`config.mk`:
```
export PLATFORM = sky130hd
export DESIGN_NAME = dbg_trace_tx_flat
export DESIGN_NICKNAME = d
export VERILOG_FILES = /design/src/rtl/dbg_trace_tx_if.sv /design/src/rtl/dbg_trace_tx.sv /design/src/flat_wrapper.sv
export SDC_FILE = /design/constraint.sdc
export NUM_CORES = 1
export LEC_CHECK = 0
export ABC_AREA = 1
export BUFFER_PORTS_ARGS = -buffer_cell sky130_fd_sc_hd__buf_2
export CORE_MARGIN = 4
export CORE_UTILIZATION = 50
export DETAILED_ROUTE_END_ITERATION = 10
export PLACE_DENSITY = 0.69
export SETUP_SLACK_MARGIN = 0.05
export SYNTH_ARGS = -nofsm -noshare
export SYNTH_HDL_FRONTEND = slang
export SYNTH_SLANG_ARGS = --single-unit
```
`constraint.sdc`:
```
create_clock -name clk -period 11.7 [get_ports clk]
set_clock_uncertainty 0.15 [all_clocks]
set_input_delay 1.755 -clock clk [delete_from_list [all_inputs] [get_ports clk]]
set_output_delay 1.755 -clock clk [all_outputs]
set_load 0.01 [all_outputs]
```
`src/rtl/dbg_trace_tx_if.sv`:
```
// Byte stream carrying serialized trace frames from the transmitter to a UART or debug link.
interface dbg_trace_tx_if;
  logic       tx_valid;
  logic [7:0] tx_data;
  logic       tx_ready;

  modport master (output tx_valid, output tx_data, input tx_ready);
  modport slave  (input tx_valid, input tx_data, output tx_ready);
endinterface

```
`src/rtl/dbg_trace_tx.sv`:
```
// Execute-stage trace capture: records buffered in a small FIFO and sent as framed bytes;
// a sticky halt request follows a traced WFI once everything has drained.
//   state | meaning
//   IDLE  | no frame in flight; start one when the FIFO holds a record
//   HDR   | sending sync byte 0xA5
//   FLG   | sending {wfi, trap, bj, rd}
//   PC    | sending pc, byte idx 0..7
//   RES   | sending result, byte idx 0..7
//   TGT   | sending target, byte idx 0..7 (only for trap/bj records)
module dbg_trace_tx #(
  parameter int DEPTH = 4
) (
  input  logic                 clk,
  input  logic                 rst_n,
  input  logic                 trace_en,
  input  logic                 stall,
  input  logic [63:0]          pc,
  input  logic [4:0]           rd,
  input  logic [63:0]          result,
  input  logic                 bj_en,
  input  logic [63:0]          bj_pc,
  input  logic                 trap_en,
  input  logic [63:0]          trap_pc,
  input  logic                 wfi_op,
  dbg_trace_tx_if.master       tx,
  output logic                 halt,
  output logic [15:0]          drop_cnt
);

  localparam int AW = (DEPTH > 1) ? $clog2(DEPTH) : 1;
  localparam int CW = AW + 1;

  typedef enum logic [2:0] {
    S_IDLE, S_HDR, S_FLG, S_PC, S_RES, S_TGT
  } state_t;

  state_t         state, state_nx;
  logic [2:0]     idx, idx_nx;
  logic [AW-1:0]  wr_ptr, rd_ptr;
  logic [CW-1:0]  count;
  logic           halt_pending;

  logic [63:0]    pc_mem  [DEPTH];
  logic [63:0]    res_mem [DEPTH];
  logic [63:0]    tgt_mem [DEPTH];
  logic [7:0]     flg_mem [DEPTH];

  logic           capture, full, push, drop, pop, accept, valid_q;
  logic [7:0]     data_q;
  logic [7:0]     head_flg;

  // Fullness is judged on the pre-edge count, so a same-cycle pop cannot rescue a capture.
  assign capture  = trace_en & ~stall;
  assign full     = (count == CW'(DEPTH));
  assign push     = capture & ~full;
  assign drop     = capture & full;
  assign head_flg = flg_mem[rd_ptr];
  assign valid_q  = (state != S_IDLE);
  assign accept   = valid_q & tx.tx_ready;

  assign tx.tx_valid = valid_q;
  assign tx.tx_data  = data_q;

  always_ff @(posedge clk) begin
    if (push) begin
      pc_mem[wr_ptr]  <= pc;
      res_mem[wr_ptr] <= result;
      tgt_mem[wr_ptr] <= trap_en ? trap_pc : (bj_en ? bj_pc : 64'd0);
      flg_mem[wr_ptr] <= {wfi_op, trap_en, bj_en, rd};
    end
  end

  always_ff @(posedge clk or negedge rst_n) begin
    if (!rst_n) begin
      wr_ptr       <= '0;
      rd_ptr       <= '0;
      count        <= '0;
      state        <= S_IDLE;
      idx          <= '0;
      drop_cnt     <= '0;
      halt_pending <= 1'b0;
      halt         <= 1'b0;
    end else begin
      state <= state_nx;
      idx   <= idx_nx;
      if (push) wr_ptr <= wr_ptr + 1'b1;
      if (pop)  rd_ptr <= rd_ptr + 1'b1;
      case ({push, pop})
        2'b10:   count <= count + 1'b1;
        2'b01:   count <= count - 1'b1;
        default: count <= count;
      endcase
      if (drop && drop_cnt != 16'hFFFF) drop_cnt <= drop_cnt + 1'b1;
      if (capture && wfi_op) halt_pending <= 1'b1;
      if (halt_pending && count == '0 && state == S_IDLE) halt <= 1'b1;
    end
  end

  always_comb begin
    state_nx = state;
    idx_nx   = idx;
    pop      = 1'b0;
    data_q   = 8'h00;
    case (state)
      S_IDLE: begin
        idx_nx = '0;
        if (count != '0) state_nx = S_HDR;
      end
      S_HDR: begin
        data_q = 8'hA5;
        if (accept) state_nx = S_FLG;
      end
      S_FLG: begin
        data_q = head_flg;
        if (accept) begin
          state_nx = S_PC;
          idx_nx   = '0;
        end
      end
      S_PC: begin
        data_q = pc_mem[rd_ptr][{idx, 3'b000} +: 8];
        if (accept) begin
          idx_nx = idx + 1'b1;
          if (idx == 3'd7) state_nx = S_RES;
        end
      end
      S_RES: begin
        data_q = res_mem[rd_ptr][{idx, 3'b000} +: 8];
        if (accept) begin
          idx_nx = idx + 1'b1;
          if (idx == 3'd7) begin
            if (head_flg[6] | head_flg[5]) begin
              state_nx = S_TGT;
            end else begin
              state_nx = S_IDLE;
              pop      = 1'b1;
            end
          end
        end
      end
      S_TGT: begin
        data_q = tgt_mem[rd_ptr][{idx, 3'b000} +: 8];
        if (accept) begin
          idx_nx = idx + 1'b1;
          if (idx == 3'd7) begin
            state_nx = S_IDLE;
            pop      = 1'b1;
          end
        end
      end
      default: state_nx = S_IDLE;
    endcase
  end

endmodule
```
`src/flat_wrapper.sv`:
```
// flat-port wrapper written by rule: the top's interface ports become plain ports
module dbg_trace_tx_flat 
#(
  parameter int DEPTH = 4
)
  (clk, rst_n, trace_en, stall, pc, rd, result, bj_en, bj_pc, trap_en, trap_pc, wfi_op, halt, drop_cnt, tx_tx_valid, tx_tx_data, tx_tx_ready);
  dbg_trace_tx_if tx_i ();
  input  logic clk;
  input  logic rst_n;
  input  logic trace_en;
  input  logic stall;
  input  logic [63:0] pc;
  input  logic [4:0] rd;
  input  logic [63:0] result;
  input  logic bj_en;
  input  logic [63:0] bj_pc;
  input  logic trap_en;
  input  logic [63:0] trap_pc;
  input  logic wfi_op;
  output logic halt;
  output logic [15:0] drop_cnt;
  output wire logic [$bits(tx_i.tx_valid)-1:0] tx_tx_valid;
  output wire logic [$bits(tx_i.tx_data)-1:0] tx_tx_data;
  input wire logic [$bits(tx_i.tx_ready)-1:0] tx_tx_ready;
  assign tx_tx_valid = tx_i.tx_valid;
  assign tx_tx_data = tx_i.tx_data;
  assign tx_i.tx_ready = tx_tx_ready;
  dbg_trace_tx #(.DEPTH(DEPTH)) u_core (.clk(clk), .rst_n(rst_n), .trace_en(trace_en), .stall(stall), .pc(pc), .rd(rd), .result(result), .bj_en(bj_en), .bj_pc(bj_pc), .trap_en(trap_en), .trap_pc(trap_pc), .wfi_op(wfi_op), .tx(tx_i), .halt(halt), .drop_cnt(drop_cnt));
endmodule
```
After elaboration in Yosys (flattened, before gate mapping)
Memory sizes are Yosys's and may differ from the RTL's. Cells that the tools add are included.

Flip-flop bits (word level): 31. Latch bits: 0. Bits in writable memories: 800. Memory bits (read-only): 0. Input port bits: 269. Output and inout port bits: 26. Logic and storage cells: 87. Memories kept: 4.

Add/subtract/negate cells: 6. Multiply operators: 0. Divide/modulo/power cells: 0. $lt $le $gt $ge: 0. Eq/ne operators: 20. Shifts and indexed selects: 3. Muxes and demuxes: 26. Bitwise gates (word level): 7. Reductions and logical operators: 13.

Memories: u_core.pc_mem (depth 4, width 64, read ports 1, clocked after memory_dff 0, wr ports 1, line dbg_trace_tx.sv:43) `logic [63:0] pc_mem [DEPTH];`; u_core.res_mem (depth 4, width 64, read ports 1, clocked after memory_dff 0, wr ports 1, line dbg_trace_tx.sv:44) `logic [63:0] res_mem [DEPTH];`; u_core.tgt_mem (depth 4, width 64, read ports 1, clocked after memory_dff 0, wr ports 1, line dbg_trace_tx.sv:45) `logic [63:0] tgt_mem [DEPTH];`; u_core.flg_mem (depth 4, width 8, read ports 1, clocked after memory_dff 0, wr ports 1, line dbg_trace_tx.sv:46) `logic [7:0] flg_mem [DEPTH];`.

Operators by type and width (number): $shiftx A64 B7 Y8 (3); $mux W64 (2); $pmux W8 S5 (1); $mux W3 (12); $ne A2 B1 Y1 const B (9); $pmux W3 S6 (1); $add A16 B1 Y16 const B (1); $ne A16 B16 Y1 const B (1); $eq A3 B3 Y1 const B (4); $pmux W3 S3 (1); $reduce_and A9 Y1 (1); $reduce_bool A3 Y1 (3); $mux W1 (7); $add A3 B1 Y3 const B (2); $eq A3 B2 Y1 const B (2); $logic_not A3 Y1 (2); $pmux W3 S2 (1); $add A2 B1 Y2 const B (2); $and A1 B1 Y1 (4); $logic_and A1 B1 Y1 (4); $eq A3 B1 Y1 const B (1); $reduce_and A3 Y1 (1); $reduce_or A3 Y1 (1); $sub A3 B1 Y3 const B (1); 7 further kinds (8).

Depth between registers and ports, before layout
An unclocked memory read counts as a cell.

Depth in word-level cells: 8. Gate-level depth with buffers: 16. Mapped depth without buffers: 14.

Worst setup path after synthesis
Ideal clock, no wire load.

Kind: input -> register. Start: input port trace_en. End: memory u_core.flg_mem[0][0] (enable). Setup time: 0.764 ns. Arrival: 10.390 ns. Data required time: 10.786 ns. Path slack: 0.395 ns. Cell stages on the path: 4. Buffers on the path: 0. Cells stage by stage: inv_1 -> nor2_1 -> nand2_1 -> nor2_1.

Word-level cells in the longest chain between the ends: 4.

RTL lines: start, declared (line flat_wrapper.sv:10) `input logic trace_en;`; $and A1 B1 Y1 (line dbg_trace_tx.sv:53) `assign capture = trace_en & ~stall;`; $and A1 B1 Y1 (line dbg_trace_tx.sv:55) `assign push = capture & ~full;`; $mux W1 (line dbg_trace_tx.sv:65) `if (push) begin`; $mux W1 (not written as such) (line dbg_trace_tx.sv:69) `flg_mem[wr_ptr] <= {wfi_op, trap_en, bj_en, rd};`; end, declared (line dbg_trace_tx.sv:46).

Every way passes these cells.

Final worst setup path
Start: register u_core.rd_ptr[0]. End: output port tx_tx_data[4].

Word-level cells in the longest chain between the ends: 3. Elaborated cells on any way between the ends: 8. Classes of those cells: shift: 3; mux: 1; memory: 4.

RTL lines: start, declared (line dbg_trace_tx.sv:39) `logic [AW-1:0] wr_ptr, rd_ptr;`; start signal, assigned (line dbg_trace_tx.sv:87) `if (pop) rd_ptr <= rd_ptr + 1'b1;`; $mem_v2 Z4 W64, on equally long branches; $shiftx A64 B7 Y8, on equally long branches (line dbg_trace_tx.sv:142, dbg_trace_tx.sv:121, dbg_trace_tx.sv:128); $pmux W8 S5 * (line dbg_trace_tx.sv:104) `case (state)`; end, declared (line flat_wrapper.sv:23) `output wire logic [$bits(tx_i.tx_data)-1:0] tx_tx_data;`.

Mark *: on every way between the ends. The rest lies on a longest branch, timed or not.

==> impl_results.md <==
- Run status: finished clean
- CP max stage delay: 0.86 ns
- FF-to-FF path depth: 14
- Max Root-Sink Buffers: 3
- Worst Tran Pin Value: 1.24 ns
- Worst hold margin: 0.308 ns
- Total Routing Usage GR: 0.245
- Die Y: 273 um
- Hold buffer count at CTS: 0
- Drt wl/cell: 21.0 um
- Maximum vdd drop: 0.0908 mV
- Postcts setup bufs: 0
- Hold Fails Final Rpt: 0
- Die X: 273 um
- Hold crit path type: flip-flop to flip-flop
- Core area: 69,100 um2
- Family with the most delay on the worst path: buffers and inverters
- TritonCTS Sinks: 831
- Layout net count: 3,696
- Starting DRT DRC Count: 2,278
- Depth of the CTS H-tree: 3
- Initial antenna violation count: 33
- R2r startpoint: u_core.rd_ptr[1]$_DFFE_PN0P_
- Yosys warnings: 0
- CP endpoint kind: primary output
- I/O pin total: 295
- Upper clock frequency limit: 0.155 GHz
- Rows: 96
- Filler Cell Count: 5,561
- CP most frequent cell: nand3_1
- R2R Path End: u_core.count[2]$_DFFE_PN0P_
- Netlist Area Pre-Place: 35,100 um2
- Vias in the first global route: 22.1k
- TritonCTS Buffers: 85
- DRT Pass-1 Iters: 6
- Dpl hpwl: 54,700 um
- Leakage power figure: 15.6 nW
- Max_cap viols: 0
- Commonest non-fill, non-tap cell in the layout: nand2_1
- Crit-path cells: buf_4 -> buf_12 -> nand2_1 -> nand3_1 -> nand3_1 -> nand4_1 -> nand3_1 -> nand3_1 -> nand3_1 -> nand2_1 -> buf_2
- Crit Path Max Fanout: 199
- Crit path kind: flip-flop to primary output
- Initial Util: 0.508
- Startpoint types: flip-flop
- Design Power: 6.68 mW
- Routed Antenna Nets: 0
- Commonest non-fill, non-tap cells in the layout: nand2_1, edfxtp_1, nand3_1
- FF+latch count, synth: 831
- Drt drc: 0
- Post-route clock period utilization: 0.550
- Critical path buffer and inverter count: 3
- Total routed wirelength: 93,000 um
- PostCTS Resize Cnt: 0
- CTS tree: done
- Grt ovf: 0
- Syn Inst Count: 3,195
- TNS Setup: 0 ns
- Pwr dens: 167 nW/um2
- Final Slew Violations: 0
- Syn_area_per_cell: 11.0 um2
- Distinct cells, synth: 36
- Critical Path RT: 9.80 ns
- Area Growth Syn to Fin: 13.9%
- Worst EP arrival: 4.53 ns
- RSZ-0062 raised after global routing: no
- Die area: 74,400 um2
- CTS root buf: clkbuf_16
- End point of the critical path: tx_tx_data[4]
- Via density: 5.43
- Final setup viols: 0
- Clock insertion delay at the later pin of the skew report: 0.63 ns
- Clk slew on worst S/H paths: 0.06 ns
- Port bufs: 294
- Highest-delay cell along the critical path: buf_4
- Layout cells sized above 1: 0.133
- Final min period: 6.43 ns
- GPL Wtd Cong: 0.795
- Vias after detailed routing: 24.1k
- Critical Path Stages: 11
- R2R Setup Slk: 7.47 ns
- Relative slew slack: 0.174
- Net Count, Synth: 3,473
- Sequential area share after synthesis: 0.707
- CP Launch Point: u_core.rd_ptr[0]$_DFFE_PN0P_
- Largest net degree at the start of global routing: 200
- First-pass GRT wire length: 137,000 um
- Final core occ: 0.578
[per-layer routing]
metal,share of wire,vias up,GRT usage
li1,-,11400,-
met4,0.027,22,0.0802
met2,0.48,956,0.393
met5,0.0016,-,0
met3,0.088,169,0.0534
met1,0.41,11600,0.336
[cell families after synthesis]
family	synth area share
muxes	0.000285
and+or+nand+nor	0.212
adders and majority gates	0.00343
xor gates and xnor gates	0.00425
buffers and inverters	0.0468
DFF	0.707
AOI/OAI and AO/OA	0.0258
[worst min-delay path: stages (launching register included)]
cell,delay [ns]
dfrtp_1,0.33
inv_1,0.05
nand2_1,0.05
[stage by stage]
step / setup WS (ns) / std cells / area [um2]
2_1_floorplan: 0.395 / 3195 / 35100
3_3_place_gp: 5.96 / 4262 / 37100
3_5_place_dp: 5.93 / 4262 / 37100
4_1_cts: 5.26 / 4421 / 39900
5_1_grt: 4.92 / 4428 / 39900
6_report: 5.27 / 4437 / 40000
[synthesized netlist by cell type, drive strengths merged]
master     n  area, um2
dfrtp     31        776
nor3b      1       7.51
nand4     51        319
o21bai     1       7.51
xnor2      6       52.6
fa         1       20.0
edfxtp   800      24000
a221o      3       30.0
clkbuf    38        143
inv      192        721
nor2     243        912
buf      147        767
clkinv     3       11.3
o211ai     1       7.51
nand3    471       2360
nand2   1004       3770
nor3       6       35.0
xor2      11       96.3
mux2i      1       10.0
o31ai      1       7.51
o21ai    129        646
nand3b     2       15.0
o21a       1       7.51
ha         8        100
a21oi     35        179
nor4       1       6.26
o22ai      3       18.8
or2        4       25.0
[sequential cells by signal, summed over array words and instances, names as in the netlist, 2 cells and up]
name             flops
u_core.count         3
u_core.pc_mem      256
u_core.state         3
u_core.tgt_mem     256
u_core.drop_cnt     16
u_core.res_mem     256
u_core.wr_ptr        2
u_core.rd_ptr        2
u_core.flg_mem      32
u_core.idx           3
[how the worst min path moves through the flow]
| stage | to | slack (ns) | from | cells after the start |
|---|---|---|---|---|
| after floorplan | u_core.halt_pending$_DFFE_PN0P_ | 0.27 | u_core.halt_pending$_DFFE_PN0P_ | 2 |
| after global placement | u_core.halt_pending$_DFFE_PN0P_ | 0.28 | u_core.halt_pending$_DFFE_PN0P_ | 2 |
| after detailed placement | u_core.halt_pending$_DFFE_PN0P_ | 0.29 | u_core.halt_pending$_DFFE_PN0P_ | 2 |
| after CTS | u_core.halt_pending$_DFFE_PN0P_ | 0.32 | u_core.halt_pending$_DFFE_PN0P_ | 2 |
| after global routing | u_core.halt_pending$_DFFE_PN0P_ | 0.35 | u_core.halt_pending$_DFFE_PN0P_ | 2 |
| final | u_core.halt_pending$_DFFE_PN0P_ | 0.31 | u_core.halt_pending$_DFFE_PN0P_ | 2 |
[power by group]
part           leakage [nW]  total, mW  switching [mW]  internal (mW)
Combinational          6.65      0.654           0.479          0.176
Sequential             7.59       3.32          0.0244           3.29
Clock                  1.37       2.70            1.11           1.59
[layout make-up]
type                    count  area (um2)  share of cell area
inverters                 195         746              0.0187
well taps                 931        1160              0.0292
multi-input cells        1984        8660               0.217
clock buffers             116        2360              0.0590
flip-flops and latches    831       24800               0.621
repair buffers            321        1740              0.0436
clock inverters            43         437              0.0109
diodes                     16        40.0             0.00100
(Power assumes the default switching activity.)
